<file path="config.mk">
export PLATFORM = sky130hd
export DESIGN_NAME = stream_merge
export DESIGN_NICKNAME = d
export VERILOG_FILES = /design/src/rtl/stream_merge_pkg.sv /design/src/rtl/stream_rr_arbiter.sv /design/src/rtl/stream_merge.sv
export SDC_FILE = /design/constraint.sdc
export NUM_CORES = 1
export LEC_CHECK = 0
export CAP_MARGIN = 20
export CORE_MARGIN = 8
export CORE_UTILIZATION = 33
export DETAILED_ROUTE_END_ITERATION = 8
export PLACE_DENSITY = 0.85
export SLEW_MARGIN = 20
export SYNTH_ARGS = -nofsm -noshare
export SYNTH_HDL_FRONTEND = slang
export SYNTH_SLANG_ARGS = --single-unit
</file>
<file path="constraint.sdc">
create_clock -name clk -period 1.62 [get_ports clk]
set_input_delay 0.324 -clock clk [delete_from_list [all_inputs] [get_ports clk]]
set_output_delay 0.324 -clock clk [all_outputs]
set_load 0.02 [all_outputs]
</file>
<file path="src/rtl/stream_merge_pkg.sv">
// Shared helpers for the stream merge stage and its round-robin arbiter.
package stream_merge_pkg;

  // Smallest useful number of merged ports.
  localparam int unsigned MinPorts = 2;

  // Increment an index modulo ports; wraps explicitly so non-power-of-2 counts work.
  function automatic int unsigned wrap_inc(input int unsigned idx, input int unsigned ports);
    return ((idx + 32'd1) >= ports) ? 32'd0 : (idx + 32'd1);
  endfunction

endpackage

</file>
<file path="src/rtl/stream_rr_arbiter.sv">
// Round-robin arbiter with optional packet lock; owns the pointer and lock state.
module stream_rr_arbiter
  import stream_merge_pkg::*;
#(
  parameter int unsigned PORTS        = 2,
  parameter int unsigned LOCK_ON_LAST = 0,
  parameter int unsigned ID_WIDTH     = $clog2(PORTS)
) (
  input  logic                clk,
  input  logic                rst,
  input  logic [PORTS-1:0]    request,
  input  logic [PORTS-1:0]    last,
  input  logic                advance,
  output logic [PORTS-1:0]    grant,
  output logic [ID_WIDTH-1:0] grant_id
);

  typedef logic [ID_WIDTH-1:0] index_t;

  index_t ptr_q;
  logic   lock_q;

  // Grant the first requester at or above the pointer, wrapping; a lock pins the pointer port.
  always_comb begin
    int unsigned k;
    grant    = '0;
    grant_id = '0;
    k        = 0;
    if (lock_q) begin
      if (request[ptr_q]) begin
        grant[ptr_q] = 1'b1;
        grant_id     = ptr_q;
      end
    end else begin
      for (int unsigned i = 0; i < PORTS; i++) begin
        k = 32'(ptr_q) + i;
        if (k >= PORTS) k = k - PORTS;
        if ((grant == '0) && request[index_t'(k)]) begin
          grant[index_t'(k)] = 1'b1;
          grant_id           = index_t'(k);
        end
      end
    end
  end

  // Pointer and lock move only on an actual transfer, so stalls leave them untouched.
  always_ff @(posedge clk) begin
    if (rst) begin
      ptr_q  <= '0;
      lock_q <= 1'b0;
    end else if (advance) begin
      if ((LOCK_ON_LAST != 0) && !last[grant_id]) begin
        lock_q <= 1'b1;
        ptr_q  <= grant_id;
      end else begin
        lock_q <= 1'b0;
        ptr_q  <= index_t'(wrap_inc(32'(grant_id), PORTS));
      end
    end
  end

endmodule

</file>
<file path="src/rtl/stream_merge.sv">
// N-to-1 stream merge: round-robin arbitration, source-id tagging, optional packet lock.
module stream_merge
  import stream_merge_pkg::*;
#(
  parameter int unsigned PORTS         = 2,
  parameter int unsigned ID_WIDTH      = $clog2(PORTS),
  parameter int unsigned PIPELINE_MODE = 1,
  parameter int unsigned LOCK_ON_LAST  = 0,
  parameter int unsigned DATA_WIDTH    = 8
) (
  input  logic                              clk,
  input  logic                              rst,
  input  logic [PORTS-1:0]                  stream_in_valid,
  output logic [PORTS-1:0]                  stream_in_ready,
  input  logic [PORTS-1:0][DATA_WIDTH-1:0]  stream_in_payload,
  input  logic [PORTS-1:0]                  stream_in_last,
  output logic                              stream_out_valid,
  input  logic                              stream_out_ready,
  output logic [DATA_WIDTH-1:0]             stream_out_payload,
  output logic [ID_WIDTH-1:0]               stream_out_id
);

  typedef logic [ID_WIDTH-1:0]   index_t;
  typedef logic [DATA_WIDTH-1:0] payload_t;

  if (PORTS < MinPorts) begin : g_ports_check
    $error("stream_merge: PORTS must be greater than 1");
  end

  logic [PORTS-1:0] grant;
  index_t           grant_id;
  logic             any_grant;
  logic             enable;
  logic             advance;
  payload_t         sel_payload;

  stream_rr_arbiter #(
    .PORTS        (PORTS),
    .LOCK_ON_LAST (LOCK_ON_LAST),
    .ID_WIDTH     (ID_WIDTH)
  ) u_arbiter (
    .clk      (clk),
    .rst      (rst),
    .request  (stream_in_valid),
    .last     (stream_in_last),
    .advance  (advance),
    .grant    (grant),
    .grant_id (grant_id)
  );

  assign any_grant       = |grant;
  assign advance         = any_grant & enable & ~rst;
  // Only the granted port sees ready, and only when the output slot can take a beat.
  assign stream_in_ready = (enable && !rst) ? grant : '0;

  // One-hot payload select from the granted port.
  always_comb begin
    sel_payload = '0;
    for (int unsigned k = 0; k < PORTS; k++) begin
      if (grant[k]) sel_payload = sel_payload | stream_in_payload[k];
    end
  end

  if (PIPELINE_MODE != 0) begin : g_registered
    logic     out_valid_q;
    payload_t out_payload_q;
    index_t   out_id_q;

    // Slot refills in the same cycle it drains, giving one beat per cycle.
    assign enable = ~out_valid_q | stream_out_ready;

    // Output register: payload and id travel together.
    always_ff @(posedge clk) begin
      if (rst) begin
        out_valid_q <= 1'b0;
      end else if (enable) begin
        out_valid_q <= any_grant;
        if (any_grant) begin
          out_payload_q <= sel_payload;
          out_id_q      <= grant_id;
        end
      end
    end

    assign stream_out_valid   = out_valid_q;
    assign stream_out_payload = out_payload_q;
    assign stream_out_id      = out_id_q;
  end else begin : g_passthrough
    assign enable             = stream_out_ready;
    assign stream_out_valid   = any_grant & ~rst;
    assign stream_out_payload = sel_payload;
    assign stream_out_id      = grant_id;
  end

endmodule

</file>
==> qor_table.md, run 1 <==
| Stage | Metric | Value |
| --- | --- | --- |
| setup path | Worst reg2reg path depth | 4 |
| drt | Number of vias after detailed routing | 449 |
| flow run | Count of max-cap constraint violations | 0 |
| die | Placement Rows | 14 |
| pwr | Max rail drop VDD | 0.3740 mV |
| sta | Fin Clk Skew | 0.0003670 ns |
| pwr | Overall power consumption | 0.0007092 W |
| setup path | Nature of the critical path endpoint | primary output |
| drt | First-pass detailed-route iteration total | 4 |
| setup path | Total stage count of the critical path | 4 |
| place | Post-detailed-placement half-perimeter wirelength | 1.235 mm |
| setup path | CP Class | primary input to primary output |
| drt | DRC violations left | 0 |
| place | Post-detailed-placement cell area | 898.4 sq um |
| global routing | Number of global-route vias before repair | 471 |
| setup path | Worst-path fanout max | 3 |
| pwr | Clock network fraction of design power | 25.5% |
| die | Area of the core | 1454 sq um |
| die | Chip height | 54.85 um |
| setup path | Worst setup startpoint | stream_out_ready |
| worst hold path | Class of the tightest hold or removal check | primary input to flop |
| sta | Normalized max-slew margin | 84.63% |
| global routing | Maximum number of pins on one net before global-route repair | 10 |
| global routing | Remaining global-route overflow | 0 |
| synthesis | Number of warnings printed during yosys synthesis | 0 |
| die | Initial standard-cell utilization of the core | 34.25% |
| place | Worst setup timing slack at the placement stage | -0.6312 ns |
| drt | Post-detailed-route count of antenna-violating nets | 0 |
| setup path | Crit path buffers/inverters | 2 |
| place | Final estimated routing congestion in global placement | 0.6911 |
| place | Count of input and output buffers | 32 |
| drt | Wire length reported by the detailed router | 1.458 mm |
| clocking | TritonCTS clock tree | done |
| synthesis | Avg Cell Area, Syn | 15.09 sq um |
| clocking | Clk Tree Root Cell | clkbuf_4 |
| sta | Number of hold violations in the final report | 0 |
| synthesis | Post-Synthesis Cells | 33 |
| setup path | Critical path data required time | 1.30 ns |
| synthesis | Net Count, Synth | 56 |
| sta | Minimum setup slack in the final design | 0.07994 ns |
| setup path | Critical path cell sequence | clkdlybuf4s50_1 -> nor2b_4 -> nor3b_2 -> buf_2 |
| pwr | Switching part of the total | 24.27% |
| setup path | End of the critical path | stream_in_ready[1] |
| layout | Final net count | 101 |
| status | Result of the run | completed |
| layout | Antenna diode instance count | 0 |
| setup path | Category of cells accounting for the largest share of critical-path delay | buffers and inverters |
| pwr | Relative contribution of sequential cells to total power | 47.5% |
| sta | Maximum operating frequency | 649.3 MHz |
| die | Full die area | 3008 sq um |
| synthesis | Post-Synthesis Cell Area | 498.0 sq um |
| pwr | Combinational share of power | 27.0% |
| synthesis | Library cells used by synthesis | 14 |
| sta | Final-report max-slew violation count | 0 |
| layout | Share of cells above drive strength 1 | 24.68% |
| layout | Area growth from synthesis to layout | 83.17% |
| drt | Via density per instance | 4.828 |
| pwr | Leakage power figure | 0.3656 nW |
| sta | Sum of negative setup slack | 0 ns |
| setup path | Crit Reg-Reg Startpoint | stream_out_valid$_SDFFE_PP0N_ |
| pwr | Pwr per Cell Area | 777.6 nW/um^2 |
| synthesis | Sequential fraction of the synthesis area | 62.31% |
| clocking | Sink Count | 11 |
| clocking | Number of hold buffers added after CTS | 0 |
| setup path | Largest stage delay, worst path | 0.50 ns |
| setup path | Setup slack, reg-to-reg | 0.42 ns |
| sta | Post-route fraction of the period consumed by the critical path | 95.07% |
| sta | Worst Max-Slew Pin Slew | 0.2298 ns |
| drt | Routed len/inst | 15.68 um |
| sta | Min cycle time layout | 1.540 ns |
| drt | Detailed Route Iter0 Violations | 8 |
| die | Width of the die | 54.85 um |
| sta | Unrepaired setup endpoints after global routing | no |
| sta | # setup viols final | 0 |
| pwr | Net switching power | 0.0001721 W |
| global routing | Number of antenna violations at the first check in global routing | 0 |
| clocking | Clock edge transition at the registers on the reported setup and hold paths | 0.07 ns |
| global routing | GR Util All Layers | 9.880% |
| die | Num ports | 35 |
| setup path | Sort of element at the start of the critical path | primary input |
| global routing | Wire length of the first global-routing pass | 2.152 mm |
| setup path | CP max stage cell | clkdlybuf4s50_1 |
| setup path | Critical Path AT | 1.22 ns |
| clocking | Clk_lat worst skew | 0.26 ns |
| setup path | Reg-to-reg endpoint | stream_out_payload[7]$_DFFE_PP_ |
| clocking | H-tree depth | 1 |
| pwr | Cell-internal power | 0.0005371 W |
| clocking | Clk buf depth | 2 |
| synthesis | Flip-flop and latch count after synthesis | 11 |
| layout | Final design instance area without fill | 912.1 sq um |
| clocking | Inserted Clock Buffers | 3 |
| layout | # fillers | 111 |
## cells in the final DEF (no fill, tap or decap), drive strengths merged
cell type	instances
clkdlybuf4s50	28
buf	10
edfxtp	9
a22o	8
clkbuf	4
nor2	2
nor3	2
nor3b	2
dlygate4sd2	2
dfxtp	2
inv	2
a21oi	2
nor2b	1
a21boi	1
or3b	1
o21ai	1
## worst register-to-register path, stage by stage (launching register included)
cell and delay [ns]:
dfxtp_1 0.31, nor2b_4 0.13, buf_4 0.14, nor3_1 0.13, buf_4 0.20
## repair_timing
item / 4_1_cts / 5_1_grt
buffers inserted: 0 / 0
setup endpoints to repair: 2 / 0
gates resized for setup: 10 / 0
## power groups by stage
stage                     Combinational, W  Clock [W]  Sequential [W]
after floorplan                  0.0000511          0        0.000366
after global placement            0.000191          0        0.000342
after detailed placement          0.000197          0        0.000344
after CTS                         0.000193   0.000188        0.000337
after global routing              0.000204   0.000200        0.000339
final                             0.000191   0.000181        0.000337
## worst min path at each step
stage                                            start                       endpoint  slack, ns  depth (start not counted)
after global placement    u_arbiter.ptr_q$_SDFFE_PP0P_   u_arbiter.ptr_q$_SDFFE_PP0P_       0.60                          3
after detailed placement  u_arbiter.ptr_q$_SDFFE_PP0P_   u_arbiter.ptr_q$_SDFFE_PP0P_       0.63                          3
after CTS                           stream_in_valid[0]  stream_out_valid$_SDFFE_PP0N_       0.61                          3
after floorplan                                    rst   u_arbiter.ptr_q$_SDFFE_PP0P_       0.39                          1
final                               stream_in_valid[0]  stream_out_valid$_SDFFE_PP0N_       0.62                          3
after global routing                stream_in_valid[0]  stream_out_valid$_SDFFE_PP0N_       0.66                          3
## logic make-up (layout without fill, tap and decap cells)
family	count (synthesis)	count (layout)	share of synthesized area (%)
compound gates	12	12	23.12
flops	11	11	62.31
simple gates	8	8	13.06
buf+inv	2	46	1.506
## per-layer routing
layer	track usage [%]	vias to the layer above	routed length (um)	share of wire [%]
li1	-	219	-	-
met1	9.591	209	481	33
met2	19.06	19	809	55
met3	2.717	2	153	10
met4	3.689	0	14	0.96
met5	0	-	0	0
## layout make-up
type | count | area [sq um] | share of cell area [%]
inverter | 2 | 7.507 | 0.8230
tap | 16 | 20.02 | 2.195
clock buffer | 4 | 26.28 | 2.881
timing repair buffer | 40 | 367.9 | 40.33
multi-input combinational | 20 | 180.2 | 19.75
sequential | 11 | 310.3 | 34.02
## sequential cells by signal (all words and copies together) (netlist names)
| signal | flops |
|---|---|
| stream_out_id | 1 |
| stream_out_payload | 8 |
| stream_out_valid | 1 |
| u_arbiter.ptr_q | 1 |
## synthesized netlist by cell type, drive strengths merged
master  instances  area share [%]
nor2            2             1.5
nor2b           1             2.8
a21boi          1             3.8
o21ai           1             1.0
a22o            8              14
dfxtp           2             8.0
nor3b           2             5.0
inv             2             1.5
edfxtp          9              54
a21oi           2             4.3
nor3            2             2.0
or3b            1             1.8
## per-stage QoR
step,hold slack (ns),utilization (%),instances
2_1_floorplan,0.3931,-,33
3_3_place_gp,0.6011,61.79,89
3_5_place_dp,0.6311,61.79,89
4_1_cts,0.6148,62.74,93
5_1_grt,0.6616,62.74,93
6_report,0.6170,62.74,93
No activity file was read; power rests on OpenSTA's default activity.
==> run 2: changes to the inputs <==
--- a/config.mk
+++ b/config.mk
@@ -8,6 +8,7 @@
 export CAP_MARGIN = 20
 export CORE_MARGIN = 8
 export CORE_UTILIZATION = 33
+export CTS_CLUSTER_SIZE = 12
 export DETAILED_ROUTE_END_ITERATION = 8
 export PLACE_DENSITY = 0.85
 export SLEW_MARGIN = 20
==> results of run 2 <==
The final DEF is identical to that of run 1; final timing and power are the same.
